<file path="config.mk">
export PLATFORM = sky130hd
export DESIGN_NAME = pipe_hazard_ctrl_flat
export DESIGN_NICKNAME = d
export VERILOG_FILES = /design/src/rtl/pipe_hazard_ctrl_if.sv /design/src/rtl/pipe_hazard_ctrl.sv /design/src/flat_wrapper.sv
export SDC_FILE = /design/constraint.sdc
export NUM_CORES = 1
export LEC_CHECK = 0
export ABC_AREA = 1
export CAP_MARGIN = 20
export CORE_ASPECT_RATIO = 1.75
export CORE_MARGIN = 3
export CORE_UTILIZATION = 54
export DETAILED_ROUTE_END_ITERATION = 10
export PLACE_DENSITY = 0.82
export SLEW_MARGIN = 0
export SYNTH_ARGS = -nofsm -noshare
export SYNTH_HDL_FRONTEND = slang
export SYNTH_SLANG_ARGS = --single-unit
</file>
<file path="constraint.sdc">
create_clock -name clk -period 2.3 [get_ports clk]
set_input_delay 0.46 -clock clk [delete_from_list [all_inputs] [get_ports clk]]
set_output_delay 0.46 -clock clk [all_outputs]
set_load 0.01 [all_outputs]
</file>
<file path="src/rtl/pipe_hazard_ctrl_if.sv">
// Hazard-control bundle between the pipeline datapath (master) and the hazard controller (slave).
interface pipe_hazard_ctrl_if #(
  parameter int CNT_W = 32
);
  logic [4:0]       id_rs1;
  logic [4:0]       id_rs2;
  logic             id_use_rs1;
  logic             id_use_rs2;
  logic [4:0]       ex_rd;
  logic             ex_MemREAD;
  logic             ex_branch_taken;
  logic             mem_busy;
  logic             pc_stall;
  logic             if_id_stall;
  logic             if_id_flush;
  logic             id_ex_stall;
  logic             id_ex_flush;
  logic             ex_mem_stall;
  logic             mem_err;
  logic [CNT_W-1:0] stall_cycles;
  logic [CNT_W-1:0] bubble_count;
  logic [CNT_W-1:0] flush_count;

  modport master (
    output id_rs1, id_rs2, id_use_rs1, id_use_rs2, ex_rd, ex_MemREAD,
           ex_branch_taken, mem_busy,
    input  pc_stall, if_id_stall, if_id_flush, id_ex_stall, id_ex_flush,
           ex_mem_stall, mem_err, stall_cycles, bubble_count, flush_count
  );

  modport slave (
    input  id_rs1, id_rs2, id_use_rs1, id_use_rs2, ex_rd, ex_MemREAD,
           ex_branch_taken, mem_busy,
    output pc_stall, if_id_stall, if_id_flush, id_ex_stall, id_ex_flush,
           ex_mem_stall, mem_err, stall_cycles, bubble_count, flush_count
  );
endinterface

</file>
<file path="src/rtl/pipe_hazard_ctrl.sv">
// Stall/flush control for the 5-stage core: load-use bubbles, branch squash, memory wait with timeout.
// Control outputs are combinational (zero latency); counters and error state update at the clock edge.
module pipe_hazard_ctrl #(
  parameter int MEM_TIMEOUT = 64,
  parameter int CNT_W       = 32
) (
  input logic             clk,
  input logic             rst,
  pipe_hazard_ctrl_if.slave hz
);

  localparam int WCW = (MEM_TIMEOUT < 2) ? 1 : $clog2(MEM_TIMEOUT + 1);

  typedef enum logic [1:0] {
    RUN  = 2'd0,
    WAIT = 2'd1,
    ERR  = 2'd2
  } state_t;

  state_t           state;
  state_t           state_nxt;
  logic [WCW-1:0]   wait_cnt;
  logic [WCW-1:0]   wait_nxt;
  logic             load_use;
  logic             br_fire;
  logic             bub_fire;
  logic             pc_stall;
  logic             if_id_stall;
  logic             if_id_flush;
  logic             id_ex_stall;
  logic             id_ex_flush;
  logic             ex_mem_stall;
  logic [CNT_W-1:0] stall_q;
  logic [CNT_W-1:0] bub_q;
  logic [CNT_W-1:0] flush_q;

  assign load_use = hz.ex_MemREAD && (hz.ex_rd != 5'd0) &&
                    ((hz.id_use_rs1 && (hz.ex_rd == hz.id_rs1)) ||
                     (hz.id_use_rs2 && (hz.ex_rd == hz.id_rs2)));

  // Priority order: reset flush, frozen error, memory hold, branch squash, load-use bubble.
  always_comb begin
    pc_stall     = 1'b0;
    if_id_stall  = 1'b0;
    if_id_flush  = 1'b0;
    id_ex_stall  = 1'b0;
    id_ex_flush  = 1'b0;
    ex_mem_stall = 1'b0;
    br_fire      = 1'b0;
    bub_fire     = 1'b0;
    if (rst) begin
      if_id_flush = 1'b1;
      id_ex_flush = 1'b1;
    end else if (state == ERR || hz.mem_busy) begin
      pc_stall     = 1'b1;
      if_id_stall  = 1'b1;
      id_ex_stall  = 1'b1;
      ex_mem_stall = 1'b1;
    end else if (hz.ex_branch_taken) begin
      if_id_flush = 1'b1;
      id_ex_flush = 1'b1;
      br_fire     = 1'b1;
    end else if (load_use) begin
      pc_stall    = 1'b1;
      if_id_stall = 1'b1;
      id_ex_flush = 1'b1;
      bub_fire    = 1'b1;
    end
  end

  always_comb begin
    state_nxt = state;
    wait_nxt  = wait_cnt;
    case (state)
      RUN: begin
        if (hz.mem_busy) begin
          wait_nxt  = WCW'(1);
          state_nxt = (MEM_TIMEOUT == 1) ? ERR : WAIT;
        end
      end
      WAIT: begin
        if (hz.mem_busy) begin
          if (MEM_TIMEOUT != 0 && (int'(wait_cnt) + 1) == MEM_TIMEOUT) begin
            state_nxt = ERR;
          end else if (wait_cnt != {WCW{1'b1}}) begin
            wait_nxt = wait_cnt + WCW'(1);
          end
        end else begin
          state_nxt = RUN;
          wait_nxt  = '0;
        end
      end
      ERR:     state_nxt = ERR;
      default: state_nxt = RUN;
    endcase
  end

  always_ff @(posedge clk) begin
    if (rst) begin
      state    <= RUN;
      wait_cnt <= '0;
    end else begin
      state    <= state_nxt;
      wait_cnt <= wait_nxt;
    end
  end

  // Counters saturate and freeze once the memory timeout has tripped.
  always_ff @(posedge clk) begin
    if (rst) begin
      stall_q <= '0;
      bub_q   <= '0;
      flush_q <= '0;
    end else if (state != ERR) begin
      if (pc_stall && stall_q != {CNT_W{1'b1}}) stall_q <= stall_q + CNT_W'(1);
      if (bub_fire && bub_q != {CNT_W{1'b1}})   bub_q   <= bub_q + CNT_W'(1);
      if (br_fire && flush_q != {CNT_W{1'b1}})  flush_q <= flush_q + CNT_W'(1);
    end
  end

  assign hz.pc_stall     = pc_stall;
  assign hz.if_id_stall  = if_id_stall;
  assign hz.if_id_flush  = if_id_flush;
  assign hz.id_ex_stall  = id_ex_stall;
  assign hz.id_ex_flush  = id_ex_flush;
  assign hz.ex_mem_stall = ex_mem_stall;
  assign hz.mem_err      = (state == ERR);
  assign hz.stall_cycles = stall_q;
  assign hz.bubble_count = bub_q;
  assign hz.flush_count  = flush_q;

endmodule

</file>
<file path="src/flat_wrapper.sv">
// flat-port wrapper written by rule: the top's interface ports become plain ports
module pipe_hazard_ctrl_flat 
#(
  parameter int MEM_TIMEOUT = 64,
  parameter int CNT_W       = 32
)
  (clk, rst, hz_id_rs1, hz_id_rs2, hz_id_use_rs1, hz_id_use_rs2, hz_ex_rd, hz_ex_MemREAD, hz_ex_branch_taken, hz_mem_busy, hz_pc_stall, hz_if_id_stall, hz_if_id_flush, hz_id_ex_stall, hz_id_ex_flush, hz_ex_mem_stall, hz_mem_err, hz_stall_cycles, hz_bubble_count, hz_flush_count);
  pipe_hazard_ctrl_if #(.CNT_W(CNT_W)) hz_i ();
  input logic clk;
  input logic rst;
  input wire logic [$bits(hz_i.id_rs1)-1:0] hz_id_rs1;
  input wire logic [$bits(hz_i.id_rs2)-1:0] hz_id_rs2;
  input wire logic [$bits(hz_i.id_use_rs1)-1:0] hz_id_use_rs1;
  input wire logic [$bits(hz_i.id_use_rs2)-1:0] hz_id_use_rs2;
  input wire logic [$bits(hz_i.ex_rd)-1:0] hz_ex_rd;
  input wire logic [$bits(hz_i.ex_MemREAD)-1:0] hz_ex_MemREAD;
  input wire logic [$bits(hz_i.ex_branch_taken)-1:0] hz_ex_branch_taken;
  input wire logic [$bits(hz_i.mem_busy)-1:0] hz_mem_busy;
  output wire logic [$bits(hz_i.pc_stall)-1:0] hz_pc_stall;
  output wire logic [$bits(hz_i.if_id_stall)-1:0] hz_if_id_stall;
  output wire logic [$bits(hz_i.if_id_flush)-1:0] hz_if_id_flush;
  output wire logic [$bits(hz_i.id_ex_stall)-1:0] hz_id_ex_stall;
  output wire logic [$bits(hz_i.id_ex_flush)-1:0] hz_id_ex_flush;
  output wire logic [$bits(hz_i.ex_mem_stall)-1:0] hz_ex_mem_stall;
  output wire logic [$bits(hz_i.mem_err)-1:0] hz_mem_err;
  output wire logic [$bits(hz_i.stall_cycles)-1:0] hz_stall_cycles;
  output wire logic [$bits(hz_i.bubble_count)-1:0] hz_bubble_count;
  output wire logic [$bits(hz_i.flush_count)-1:0] hz_flush_count;
  assign hz_i.id_rs1 = hz_id_rs1;
  assign hz_i.id_rs2 = hz_id_rs2;
  assign hz_i.id_use_rs1 = hz_id_use_rs1;
  assign hz_i.id_use_rs2 = hz_id_use_rs2;
  assign hz_i.ex_rd = hz_ex_rd;
  assign hz_i.ex_MemREAD = hz_ex_MemREAD;
  assign hz_i.ex_branch_taken = hz_ex_branch_taken;
  assign hz_i.mem_busy = hz_mem_busy;
  assign hz_pc_stall = hz_i.pc_stall;
  assign hz_if_id_stall = hz_i.if_id_stall;
  assign hz_if_id_flush = hz_i.if_id_flush;
  assign hz_id_ex_stall = hz_i.id_ex_stall;
  assign hz_id_ex_flush = hz_i.id_ex_flush;
  assign hz_ex_mem_stall = hz_i.ex_mem_stall;
  assign hz_mem_err = hz_i.mem_err;
  assign hz_stall_cycles = hz_i.stall_cycles;
  assign hz_bubble_count = hz_i.bubble_count;
  assign hz_flush_count = hz_i.flush_count;
  pipe_hazard_ctrl #(.MEM_TIMEOUT(MEM_TIMEOUT), .CNT_W(CNT_W)) u_core (.clk(clk), .rst(rst), .hz(hz_i));
endmodule
</file>
==> results.sh, run 1 <==
export IMPL_fin_crit_ns=2.19
export IMPL_die_w_um=91.5
export IMPL_hold_violations=0
export IMPL_ios=125
export IMPL_worstHoldStart="u_core.hz.flush_count[31]"
export IMPL_maxSlewViolCount=0
export IMPL_synth_xor_area_share=0.0431
export IMPL_dieArea_sq_mm=0.0143
export IMPL_cts_sinks=105
export IMPL_slowest_stage="clkdlybuf4s50_1"
export IMPL_critPathLaunchType="input port"
export IMPL_syn_nets=1166
export IMPL_core_area_sq_mm=0.0125
export IMPL_hp_class="flip-flop to flip-flop"
export IMPL_place_congestion=1.04
export IMPL_clockRootBuffer="clkbuf_16"
export IMPL_fmax_mhz=456
export IMPL_clock_latency_ns=0.35
export IMPL_antenna_left=0
export IMPL_slowest_delay_ns=0.49
export IMPL_required_ns=1.84
export IMPL_fp_dieH_um=156
export IMPL_drc=0
export IMPL_first_pass_iters=7
export IMPL_cp_cell_sequence="clkdlybuf4s50_1 > inv_2 > nand2_1 > nand2_1 > nor2_1 > nand3_1 > nand2_2 > nand3_2 > nand2_4 > buf_6"
export IMPL_track_usage=0.314
export IMPL_end_kind="output pin"
export IMPL_vias=8001
export IMPL_port_buffers=124
export IMPL_placed_area_sq_mm=0.00854
export IMPL_seq_area_sq_mm=0.00210
export IMPL_r2r_slack_ns=0.19
export IMPL_syn_inst=1140
export IMPL_setup_viol=0
export IMPL_cts_tree="done"
export IMPL_routed_via_density=5.47
export IMPL_syn_to_final_growth_pct=28.5
export IMPL_whs_ns=0.490
export IMPL_ys_top_cells_by_area="dfxtp_1 30%, nand2_1 18%, nor2_1 9.8%, inv_1 6.4%, nand3_1 5.4%"
export IMPL_netlist_area_sq_mm=0.00691
export IMPL_cts_buffers=9
export IMPL_wl_per_cell_um=15.3
export IMPL_period_share=0.954
export IMPL_synth_top_family_by_area="simple AND/OR/NAND/NOR gates"
export IMPL_yosysUniqueCellTypes=35
export IMPL_h_tree_depth=3
export IMPL_max_clock_path_buffers=2
export IMPL_timing_rr_start="u_core.state[0]"
export IMPL_worstPathArrival_ns=1.73
export IMPL_dp_hpwl_um=17200
export IMPL_max_cap_violations=0
export IMPL_ys_seq_area_frac=0.304
export IMPL_yosysTopAreaCell="dfxtp_1"
export IMPL_min_path_cells=2
export IMPL_grt_pass1_vias=7814
export IMPL_drt_total_wl_um=22400
export IMPL_synth_compound_area_frac=0.0789
export IMPL_relSlewSlack=0.589
export IMPL_n_antenna_cell=0
export IMPL_synthMuxAreaShare=0
export IMPL_overflow=0
export IMPL_leakagePower_uw=0.00330
export IMPL_worst_pin_slew_ns=0.616
export IMPL_clkTransAtPathRegs_ns=0.07
export IMPL_drive_gt1_frac=0.0958
export IMPL_nets=1316
export IMPL_reg2reg_depth=10
export IMPL_timing_rr_end="u_core.hz.bubble_count[23]"
export IMPL_final_util=0.711
export IMPL_syn_area_per_cell_sq_um=6.07
export IMPL_std_cell_rows=54
export IMPL_synth_adder_area_share=0.00724
export IMPL_grt_pass1_wl_um=36300
export IMPL_critPathKind="input port to output pin"
export IMPL_synth_top_area_share=0.304
export IMPL_fillers=1119
export IMPL_cp_max_fo=4
export IMPL_start_util=0.553
export IMPL_power_total_uw=3710
export IMPL_final_area_sq_mm=0.00888
export IMPL_power_density_mw_per_mm2=418
export IMPL_min_to="u_core.hz.flush_count[31]"
export IMPL_grt_max_degree=53
export IMPL_clock_skew_ns=0.00518
export IMPL_drt_initial_drc_count=472
export IMPL_antenna_found_initial=0
export IMPL_peakVddDrop_uv=338
export IMPL_status="finished, final reports clean"
export IMPL_multi_input_area_sq_mm=0.00413
export IMPL_ys_ff_latch=105
export IMPL_crit_top_cell="nand2_1"
export IMPL_synth_warnings=0
export IMPL_synthSimpleGateAreaFrac=0.465
==> layer usage <==
metal | GRT usage | vias to the layer above | routed length, um
met1 | 0.288 | 3644 | 7410
met3 | 0.0401 | 97 | 1100
li1 | - | 3960 | -
met5 | 0 | - | 0
met4 | 0.224 | 0 | 1660
met2 | 0.618 | 300 | 12200
==> timing repair <==
| item | 4_1_cts | 5_1_grt |
|---|---|---|
| setup buffers | 0 | 1 |
| endpoints found under the setup margin | 7 | 27 |
| hold buffers | 0 | 0 |
| pin swaps | 1 | 3 |
| gates resized for setup | 16 | 11 |
==> synthesized netlist by cell type, drive strengths merged <==
cell type  count
a21oi         74
and3           1
buf           21
clkbuf        14
dfxtp        105
ha             4
inv          134
nand2        338
nand3         77
nand3b        14
nand4         54
nor2         190
nor3          43
nor3b          2
nor4           7
o211ai         1
o21ai         26
o21bai         1
xnor2          6
xor2          28
==> flip-flops by register name (all words and copies together) (netlist names) <==
signal,cells
u_core.hz.stall_cycles,32
u_core.wait_cnt,7
u_core.state,2
u_core.hz.bubble_count,32
u_core.hz.flush_count,32
==> where the power goes <==
| part | internal [uW] | switching, uW | total [uW] |
|---|---|---|---|
| Clock | 906 | 710 | 1620 |
| Combinational | 107 | 152 | 259 |
| Sequential | 1830 | 8.63 | 1830 |
| Total | 2840 | 871 | 3710 |
==> cell usage in the layout, fill, tap and decap left out, types with 9 or more instances in the layout <==
cell / n
dfxtp_1: 105
nor2_1: 180
o21ai_1: 17
nand3b_1: 14
buf_4: 48
o21ai_0: 9
inv_1: 115
clkbuf_16: 9
a21oi_1: 66
xor2_1: 28
nand3_1: 73
clkdlybuf4s50_1: 114
nand2_1: 333
nand4_1: 53
nor3_1: 37
inv_2: 17
==> per-stage QoR <==
stage | instances | worst slack (ns) | TNS [ns]
6_report | 1463 | 0.107 | 0
5_1_grt | 1463 | -0.0267 | -0.0402
4_1_cts | 1462 | 0.0281 | 0
3_5_place_dp | 1446 | -0.376 | -7.78
3_3_place_gp | 1446 | -0.380 | -6.73
2_1_floorplan | 1140 | 0.372 | 0
==> logic make-up after synthesis <==
family | count (synthesis)
fa+ha+maj | 4
flops | 105
compound gates | 102
simple gates | 726
buf+inv | 169
xor+xnor | 34
==> critical path, delay by kind of cell <==
kind,cells,cell delay [ns]
buffers and inverters,3,0.66
and+or+nand+nor,7,0.61
==> worst max-delay path by stage <==
stage | from | end | slack, ns | cells after the start
floorplan | rst | hz_pc_stall | 0.37 | 6
global placement | hz_ex_rd[3] | hz_pc_stall | -0.38 | 10
detailed placement | hz_ex_rd[3] | hz_pc_stall | -0.38 | 10
CTS | hz_ex_rd[3] | hz_pc_stall | 0.03 | 10
global route | hz_ex_rd[2] | hz_id_ex_flush | -0.03 | 10
finish | hz_ex_rd[0] | hz_pc_stall | 0.11 | 10
==> layout make-up <==
| class | instances | share of cell area |
|---|---|---|
| repair buffers | 174 | 0.183 |
| multi-input cells | 866 | 0.465 |
| inverters | 134 | 0.0571 |
| clock buffers | 12 | 0.0289 |
| flip-flops and latches | 105 | 0.237 |
| well taps | 168 | 0.0237 |
| clock inverters | 4 | 0.00578 |
No activity file was read; power rests on OpenSTA's default activity.
==> run 2: changes to the inputs <==
--- a/config.mk
+++ b/config.mk
@@ -9,9 +9,9 @@
 export CAP_MARGIN = 20
 export CORE_ASPECT_RATIO = 1.75
 export CORE_MARGIN = 3
-export CORE_UTILIZATION = 54
+export CORE_UTILIZATION = 48
 export DETAILED_ROUTE_END_ITERATION = 10
-export PLACE_DENSITY = 0.82
+export PLACE_DENSITY = 0.77
 export SLEW_MARGIN = 0
 export SYNTH_ARGS = -nofsm -noshare
 export SYNTH_HDL_FRONTEND = slang
==> constraint.sdc (replaced) <==
create_clock -name clk -period 1.95 [get_ports clk]
set_input_delay 0.39 -clock clk [delete_from_list [all_inputs] [get_ports clk]]
set_output_delay 0.39 -clock clk [all_outputs]
set_load 0.01 [all_outputs]
==> run 2 against run 1 <==
Against the previous run:
- count of clock-buffer cells in the layout is 1 lower
- via count is 6.2% higher
- critical endpoint is now u_core.hz.bubble_count[23]
- largest power group unchanged
- critical path depth is 1 lower
- sequential power is 18% higher
- global-route usage is 3.1 points lower
- sequential cell count stayed put
- first-iteration DRC count is 0.64% higher
- routed wire length is 10% higher
- final cell count is 6.1% higher
- clock skew is 0.0060 ns higher
==> results.sh, run 2 (synthesis gave the netlist of run 1 again) <==
export IMPL_layout_common_cells="328 x nand2_1, 173 x nor2_1, 116 x inv_1"
export IMPL_drt_initial_drc_count=475
export IMPL_std_cell_rows=57
export IMPL_h_tree_depth=3
export IMPL_dp_cells=1513
export IMPL_drive_gt1_frac=0.179
export IMPL_start_util=0.495
export IMPL_dp_hpwl_um=17800
export IMPL_critPathLaunchType="flip-flop"
export IMPL_setup_ws_ns=0.0254
export IMPL_setup_viol=0
export IMPL_slowest_stage="dfxtp_1"
export IMPL_peakVddDrop_uv=358
export IMPL_vias=8495
export IMPL_crit_top_cell="nand2_1"
export IMPL_power_density_mw_per_mm2=435
export IMPL_cts_sinks=105
export IMPL_clkTransAtPathRegs_ns=0.08
export IMPL_layout_commonest_cell="nand2_1"
export IMPL_dieArea_sq_mm=0.0159
export IMPL_fin_crit_ns=1.92
export IMPL_cp_max_fo=4
export IMPL_crit_family="simple AND/OR/NAND/NOR gates"
export IMPL_grt_pass1_wl_um=37100
export IMPL_track_usage=0.284
export IMPL_hp_class="input port to flip-flop"
export IMPL_max_cap_violations=0
export IMPL_cp_cell_sequence="nand2_1 > nor2_1 > nand2_1 > nor3_2 > nand2_1 > nor4_2 > nand3_2 > nand2_1 > nor2_1"
export IMPL_cts_buffers=9
export IMPL_port_buffers=124
export IMPL_place_ws_ns=-0.610
export IMPL_overflow=0
export IMPL_multi_input_area_sq_mm=0.00435
export IMPL_ios=125
export IMPL_hold_violations=0
export IMPL_cts_tree="done"
export IMPL_drc=0
export IMPL_relSlewSlack=0.555
export IMPL_antenna_found_initial=0
export IMPL_clock_skew_ns=0.0112
export IMPL_final_cell_count_no_fill=1552
export IMPL_critPathKind="flip-flop to flip-flop"
export IMPL_grt_max_degree=57
export IMPL_end_kind="flip-flop"
export IMPL_maxSlewViolCount=0
export IMPL_syn_to_final_growth_pct=42.5
export IMPL_first_pass_iters=7
export IMPL_final_area_sq_mm=0.00985
export IMPL_max_clock_path_buffers=2
export IMPL_fp_dieH_um=165
export IMPL_antenna_left=0
export IMPL_leakagePower_uw=0.00388
export IMPL_nets=1395
export IMPL_drt_total_wl_um=24600
export IMPL_fmax_mhz=520
export IMPL_crit_buf_inv=0
export IMPL_status="finished, final reports clean"
export IMPL_grt_pass1_vias=8015
export IMPL_die_w_um=96.7
export IMPL_placed_area_sq_mm=0.00904
export IMPL_required_ns=2.19
export IMPL_period_share=0.987
export IMPL_slowest_delay_ns=0.37
export IMPL_wl_per_cell_um=15.9
export IMPL_ctsHoldBuffers=0
export IMPL_worst_pin_slew_ns=0.667
export IMPL_clockRootBuffer="clkbuf_16"
export IMPL_fillers=1261
export IMPL_routed_via_density=5.47
export IMPL_worstPathArrival_ns=2.16
export IMPL_whs_ns=0.482
export IMPL_place_congestion=1.02
export IMPL_seq_area_sq_mm=0.00212
export IMPL_rsz0062_at_grt="true"
export IMPL_clock_latency_ns=0.35
export IMPL_core_area_sq_mm=0.0140
run 2: tightest hold or removal path, cell delays in order:
cell and delay [ns]:
buf_2 0.15, buf_4 0.22, a21oi_2 0.04
run 2: final cells by class:
| class | instances | share of cell area |
|---|---|---|
| inverters | 134 | 0.0511 |
| flip-flops and latches | 105 | 0.216 |
| multi-input cells | 869 | 0.442 |
| clock buffers | 11 | 0.0257 |
| repair buffers | 250 | 0.239 |
| well taps | 177 | 0.0225 |
| clock inverters | 5 | 0.00381 |
| diodes | 1 | 0.000254 |
run 2: timing repair:
action / in CTS / in global routing
resized for setup: 42 / 69
setup endpoints to repair: 67 / 91
pin swaps: 7 / 28
setup buffers: 0 / 12
gates cloned: 0 / 11
run 2: power breakdown:
| part | switching (uW) | internal, uW |
|---|---|---|
| sequential | 11.1 | 2150 |
| combinational | 197 | 135 |
| clock | 848 | 945 |
run 2: worst paths after layout:
| path | cells after the start | from | end | slack, ns |
|---|---|---|---|---|
| min | 3 | rst | u_core.hz.stall_cycles[4] | 0.48 |
| max reg2reg | 9 | u_core.hz.bubble_count[2] | u_core.hz.bubble_count[23] | 0.03 |
| max | 9 | u_core.hz.bubble_count[2] | u_core.hz.bubble_count[23] | 0.03 |
| min reg2reg | 2 | u_core.hz.flush_count[31] | u_core.hz.flush_count[31] | 0.49 |
run 2: metal layers:
metal,vias to the layer above,share of wire,global-route usage
li1,4130,-,-
met1,3896,0.34,0.267
met2,348,0.53,0.560
met3,121,0.048,0.0397
met4,0,0.076,0.189
met5,-,0,0
run 2: metrics by stage:
step | util | setup TNS [ns] | total power, uW
floorplan | - | 0 | 2380
global placement | 0.647 | -30.85 | 2520
detailed placement | 0.647 | -37.04 | 2530
CTS | 0.667 | 0 | 4280
global route | 0.704 | -0.525 | 4430
finish | 0.705 | 0 | 4290
